### src/rtl/regfile_scoreboard.sv
// Register file with a busy scoreboard for the decode stage.
// Latency: reads are combinational (0 cycles); the write, busy bits and count update on posedge clk.
// Backpressure: none; rs_busy_o tells the hazard unit when a consumer has to stall.
//
// Ports:
//   clk, rst          - clock; asynchronous active-high reset (clears data, busy bits, count)
//   global_flush_i    - clears every busy bit; register data is left alone
//   rs_addr_i         - NUM_RD_PORTS packed read addresses, port k at [k*AW +: AW]
//   rs_data_o         - packed read data, port k at [k*XLEN +: XLEN]
//   rs_busy_o         - per-port hazard flag
//   rd_addr_i, write_data_i, reg_write_en - writeback port
//   issue_en_i, issue_rd_i                - destination of the instruction issued this cycle
//   busy_count_o      - registered number of busy registers
//   rs_dbg_addr_i, rs_dbg_data_o          - committed-state debug read, only with REGFILE_DBG_PORT_EN
//
// Build option: define REGFILE_DBG_PORT_EN to add the debug read port.
module regfile_scoreboard #(
    parameter int XLEN         = 32,
    parameter int NREGS        = 32,
    parameter int NUM_RD_PORTS = 2,
    parameter int ZERO_REG     = 1
) (
    input  logic                                   clk,
    input  logic                                   rst,
    input  logic                                   global_flush_i,
    input  logic [NUM_RD_PORTS*$clog2(NREGS)-1:0]  rs_addr_i,
    output logic [NUM_RD_PORTS*XLEN-1:0]           rs_data_o,
    output logic [NUM_RD_PORTS-1:0]                rs_busy_o,
    input  logic [$clog2(NREGS)-1:0]               rd_addr_i,
    input  logic [XLEN-1:0]                        write_data_i,
    input  logic                                   reg_write_en,
    input  logic                                   issue_en_i,
    input  logic [$clog2(NREGS)-1:0]               issue_rd_i,
    output logic [$clog2(NREGS+1)-1:0]             busy_count_o
`ifdef REGFILE_DBG_PORT_EN
    ,
    input  logic [$clog2(NREGS)-1:0]               rs_dbg_addr_i,
    output logic [XLEN-1:0]                        rs_dbg_data_o
`endif
);

    localparam int AW = $clog2(NREGS);
    localparam int CW = $clog2(NREGS + 1);

    logic [XLEN-1:0]  regs [NREGS];
    logic [NREGS-1:0] busy;
    logic [NREGS-1:0] busy_nxt;
    logic [CW-1:0]    count_nxt;
    logic             wr_ok;
    logic             issue_ok;

    // Register 0 swallows writes and issues when it is hardwired to zero.
    assign wr_ok    = reg_write_en && ((ZERO_REG == 0) || (rd_addr_i != '0));
    assign issue_ok = issue_en_i   && ((ZERO_REG == 0) || (issue_rd_i != '0));

    always_ff @(posedge clk or posedge rst) begin
        if (rst) begin
            for (int r = 0; r < NREGS; r++) begin
                regs[r] <= '0;
            end
        end else if (wr_ok) begin
            // A flush does not block the write: the producer already completed.
            regs[rd_addr_i] <= write_data_i;
        end
    end

    // Per-register priority: flush, then issue (newer producer wins over a
    // same-cycle writeback of the older one), then writeback clear.
    always_comb begin
        busy_nxt  = busy;
        count_nxt = '0;
        for (int r = 0; r < NREGS; r++) begin
            if (global_flush_i) begin
                busy_nxt[r] = 1'b0;
            end else if (issue_ok && (issue_rd_i == AW'(r))) begin
                busy_nxt[r] = 1'b1;
            end else if (reg_write_en && (rd_addr_i == AW'(r))) begin
                busy_nxt[r] = 1'b0;
            end
            count_nxt = count_nxt + CW'(busy_nxt[r]);
        end
    end

    // The count is a popcount of the next bits so it lands on the same edge.
    always_ff @(posedge clk or posedge rst) begin
        if (rst) begin
            busy         <= '0;
            busy_count_o <= '0;
        end else begin
            busy         <= busy_nxt;
            busy_count_o <= count_nxt;
        end
    end

    for (genvar k = 0; k < NUM_RD_PORTS; k++) begin : g_rd
        logic [AW-1:0] addr;
        logic          is_zero;
        logic          fwd_hit;

        assign addr    = rs_addr_i[k*AW +: AW];
        assign is_zero = (ZERO_REG != 0) && (addr == '0);
        // Forwarding is gated by rst so every read port shows 0 while reset is held.
        assign fwd_hit = wr_ok && !rst && (rd_addr_i == addr);

        assign rs_data_o[k*XLEN +: XLEN] = is_zero ? '0 :
                                           fwd_hit ? write_data_i : regs[addr];
        // A writeback in this very cycle resolves the hazard through forwarding.
        assign rs_busy_o[k] = busy[addr] && !(reg_write_en && (rd_addr_i == addr));
    end

`ifdef REGFILE_DBG_PORT_EN
    // Committed state only: no forwarding, no scoreboard interaction.
    assign rs_dbg_data_o = regs[rs_dbg_addr_i];
`endif

endmodule

### config.mk
export PLATFORM = sky130hd
export DESIGN_NAME = regfile_scoreboard
export DESIGN_NICKNAME = d
export VERILOG_FILES = /design/src/rtl/regfile_scoreboard.sv
export SDC_FILE = /design/constraint.sdc
export NUM_CORES = 2
export LEC_CHECK = 0
export CORE_AREA = 3 3 258 514
export CTS_BUF_LIST = sky130_fd_sc_hd__clkbuf_16
export CTS_CLUSTER_DIAMETER = 30
export DETAILED_ROUTE_END_ITERATION = 16
export DIE_AREA = 0 0 261 517
export PLACE_DENSITY_LB_ADDON = 0.2
export SLEW_MARGIN = 15
export SYNTH_ARGS = -nofsm -noshare
export SYNTH_HDL_FRONTEND = slang
export SYNTH_SLANG_ARGS = --single-unit
### constraint.sdc
create_clock -name clk -period 51.5 [get_ports clk]
set_input_delay 12.875 -clock clk [delete_from_list [all_inputs] [get_ports clk]]
set_output_delay 12.875 -clock clk [all_outputs]
set_load 0.005 [all_outputs]
==> reports/qor.csv <==
stage;metric;value;unit
route;wl_per_cell;36.6;um
sta;min_period;30.19;ns
route;dr.pass1.iters;5;
grt;grt_pass1_wl;305;mm
critical_path;r2r_cells;17;
clock_tree;cts.sinks;1062;
yosys;synth-edff-count;0;
sta;timing.setup.tns;0;ns
clock_tree;cts_max_path_buffers;3;
yosys;yosysSeqAreaShare;45.9;%
die;die_height;517;um
clock_tree;ctsResizeCount;0;
yosys;avgSynthCellArea;14.3;um^2
layout;multi_input_area;0.0293;mm^2
clock_tree;postCtsHoldBufs;0;
critical_path;cp-start-kind;primary input;
clock_tree;insertion_delay;0.77;ns
worst_hold_path;hold_path.startpoint;regs[1014]$_DFFE_PP0P_;
sta;slew_violations;0;
grt;grt_overflow;0;
layout;seq_area;0.0266;mm^2
critical_path;path_depth;9;
sta;hold_violations;0;
yosys;synth_top_area_share;45.9;%
die;ios;129;
yosys;syn_area;0.0579;mm^2
pwr;p_total;2700;uW
critical_path;cp_slowest_cell;buf_4;
yosys;yosysTopAreaCell;dfrtp_1;
sta;worst_clock_skew;0.00464;ns
critical_path;arrival;17.31;ns
layout;drive_above_1_share;43.9;%
yosys;synth_ff_type;dfrtp_1;
route;via_count;39700;
placement;port-buffer-count;128;
layout;area_growth;13.3;%
critical_path;path_class;in -> out;
route;antenna_left;0;
clock_tree;clk_pin_slew;0.06;ns
sta;setup_violations;0;
critical_path;critical_path.top_delay_family;buffers and inverters;
yosys;ys_ff_latch;1062;
yosys;syn-num-nets;4146;
die;chipWidth;261;um
yosys;synth_cell_type_count;55;
yosys;synthCells;4058;
grt;grtUsageTotal;31.7;%
critical_path;cp.required;38.62;ns
grt;antenna_found_initial;6;
clock_tree;cts_buffers;150;
critical_path;cpPeakStageDelay;0.77;ns
critical_path;crit_chain;buf_8 -> buf_12 -> buf_4 -> mux4_2 -> mux2_2 -> o221ai_1 -> nand4_1 -> o311a_1 -> clkdlybuf4s50_1;
sta;worst_pin_slew;1.20;ns
pwr;vdd_drop_max;32.6;uV
worst_hold_path;min_path_type;reg -> reg;
critical_path;path_max_fanout;83;
yosys;synth_area_leaders;dfrtp_1, mux2_2, mux4_2;
run_status;status;complete, no violations;
die;row_count;186;
route;drcViolationCount;0;
critical_path;worstSetupStartpoint;rs_addr_i[5];
layout;final_nets;4081;
sta;slew_headroom;19.5;%
layout;fill_cells;10900;
route;post_drt_via_cell_ratio;6.83;
critical_path;crit_buf_inv;4;
clock_tree;post_cts_buffers;0;
placement;place_congestion;0.826;
die;start_util;45.0;%
route;wirelength;212;mm
sta;rsz0062_at_grt;no;
clock_tree;htree_levels;4;
sta;fin_crit_sh;58.6;%
critical_path;critical_path.endpoint_type;output pin;
critical_path;r2r-start;busy[13]$_DFF_PP0_;
clock_tree;cts-root-buf;clkbuf_16;
route;drt_iter0_drc;3921;
die;fp.dieArea;0.135;mm^2
worst_hold_path;hold_depth;0;
sta;fmax;33.1;MHz
yosys;async_flop_share;100;%
pwr;p_per_area;41.1;mW/mm^2
grt;grt_pass1_vias;41400;
flow_run;cap_viol_max_count;0;
yosys;yosysWarnings;0;
layout;final_util;51.0;%
grt;grt_max_degree;172;
clock_tree;cts_tree;yes;
die;coreArea;0.129;mm^2
placement;dp_hpwl;119;mm
pwr;leakagePower;0.0287;uW
synthesized netlist by cell type, types with 4 or more instances:
cell	instances
a21o_1	19
a21oi_1	17
a221oi_1	61
a22oi_1	134
and2_1	5
and3_1	5
buf_1	9
buf_2	174
buf_4	30
buf_6	13
clkbuf_1	243
dfrtp_1	1062
fa_1	24
ha_1	7
inv_1	39
mux2_1	32
mux2_2	994
mux2i_1	328
mux4_2	370
nand2_1	63
nand2b_1	14
nand3_1	39
nand3b_1	5
nand4_1	31
nor2_1	25
nor2b_1	9
nor3_1	4
nor3_2	6
nor3b_1	5
o211ai_1	92
o21ai_0	5
o221ai_1	30
o22a_1	30
o22ai_1	33
o311a_1	62
xor2_1	10
registers in the layout, indices dropped and copies added, names as in the netlist:
signal        flops
regs           1024
busy             32
busy_count_o      6
worst register-to-register path: stages (launching register included):
cell	delay [ns]
dfrtp_1	0.40
a22oi_1	0.18
nor2_1	0.12
fa_1	0.57
inv_1	0.05
fa_1	0.47
fa_1	0.54
fa_1	0.43
fa_1	0.49
inv_1	0.05
fa_1	0.48
ha_1	0.17
inv_1	0.07
fa_1	0.45
inv_1	0.07
a21o_1	0.10
a21oi_1	0.07
xnor2_1	0.13
through the flow:
stage	worst slack, ns	area (um^2)	cells	hold WS (ns)
4_1_cts	21.23	65700	5809	0.401
3_5_place_dp	21.25	60400	5532	0.388
2_1_floorplan	7.76	57900	4058	0.445
6_report	21.31	65600	5812	0.402
5_1_grt	21.04	65600	5811	0.408
3_3_place_gp	21.26	60400	5532	0.384
cell type report:
cell class,count,share of cell area (%)
multi-input combinational,2487,44.6
sequential,1062,40.5
clock buffer,156,5.95
timing repair buffer,252,3.43
tap,1692,3.22
clock inverter,121,2.06
inverter,40,0.234
antenna,2,0.00762
placed cells by master, fill, tap and decap left out, types with 10 or more instances in the layout:
| cell type | Yosys | routed |
|---|---|---|
| a21o_1 | 19 | 19 |
| a21oi_1 | 17 | 17 |
| a221oi_1 | 61 | 61 |
| a22oi_1 | 134 | 134 |
| buf_2 | 174 | 11 |
| buf_4 | 30 | 120 |
| bufinv_16 | 0 | 24 |
| clkbuf_16 | 0 | 156 |
| clkdlybuf4s50_1 | 0 | 111 |
| clkinv_1 | 1 | 19 |
| clkinv_2 | 0 | 19 |
| clkinv_4 | 0 | 11 |
| clkinvlp_4 | 0 | 14 |
| dfrtp_1 | 1062 | 1062 |
| fa_1 | 24 | 24 |
| inv_1 | 39 | 51 |
| inv_6 | 0 | 17 |
| mux2_1 | 32 | 32 |
| mux2_2 | 994 | 994 |
| mux2i_1 | 328 | 328 |
| mux4_2 | 370 | 370 |
| nand2_1 | 63 | 39 |
| nand2_2 | 0 | 14 |
| nand2_4 | 0 | 10 |
| nand2b_1 | 14 | 12 |
| nand3_1 | 39 | 39 |
| nand4_1 | 31 | 31 |
| nor2_1 | 25 | 21 |
| o211ai_1 | 92 | 92 |
| o221ai_1 | 30 | 30 |
| o22a_1 | 30 | 30 |
| o22ai_1 | 33 | 33 |
| o311a_1 | 62 | 62 |
| xor2_1 | 10 | 10 |
report_power, final:
| group | total, uW | switching [uW] | internal (uW) |
|---|---|---|---|
| clock | 1090 | 418 | 675 |
| sequential | 1100 | 116 | 989 |
| combinational | 499 | 215 | 285 |
path summary, 6_finish.rpt:
kind	endpoint	slack, ns
setup / recovery	rs_data_o[63]	21.31
hold / removal	regs[1014]$_DFFE_PP0P_	0.40
setup reg to reg	busy_count_o[4]$_DFF_PP0_	46.56
hold reg to reg	regs[1014]$_DFFE_PP0P_	0.40
max in group asynchronous	regs[667]$_DFFE_PP0P_	36.45
min in group asynchronous	regs[880]$_DFFE_PP0P_	12.46
routing by layer:
metal | part of all wire [%] | up-vias | GRT usage, % | wire (um)
met1 | 37 | 21600 | 38.6 | 79200
met2 | 49 | 1820 | 52.8 | 105000
met3 | 6.9 | 611 | 6.35 | 14700
met5 | 0.0061 | - | 0 | 13
li1 | - | 15600 | - | -
met4 | 6.6 | 2 | 17.5 | 13900
cell families after synthesis:
| kind of cell | after synthesis | synth area share [%] |
|---|---|---|
| adder cells (fa/ha/maj) | 31 | 0.980 |
| AO/OA/AOI/OAI | 495 | 6.83 |
| XOR/XNOR | 13 | 0.197 |
| buffers and inverters | 509 | 4.04 |
| flip-flops | 1062 | 45.9 |
| multiplexers | 1724 | 40.0 |
| AND/OR/NAND/NOR | 224 | 2.11 |
Note: power is estimated with default switching activity, not from simulation.
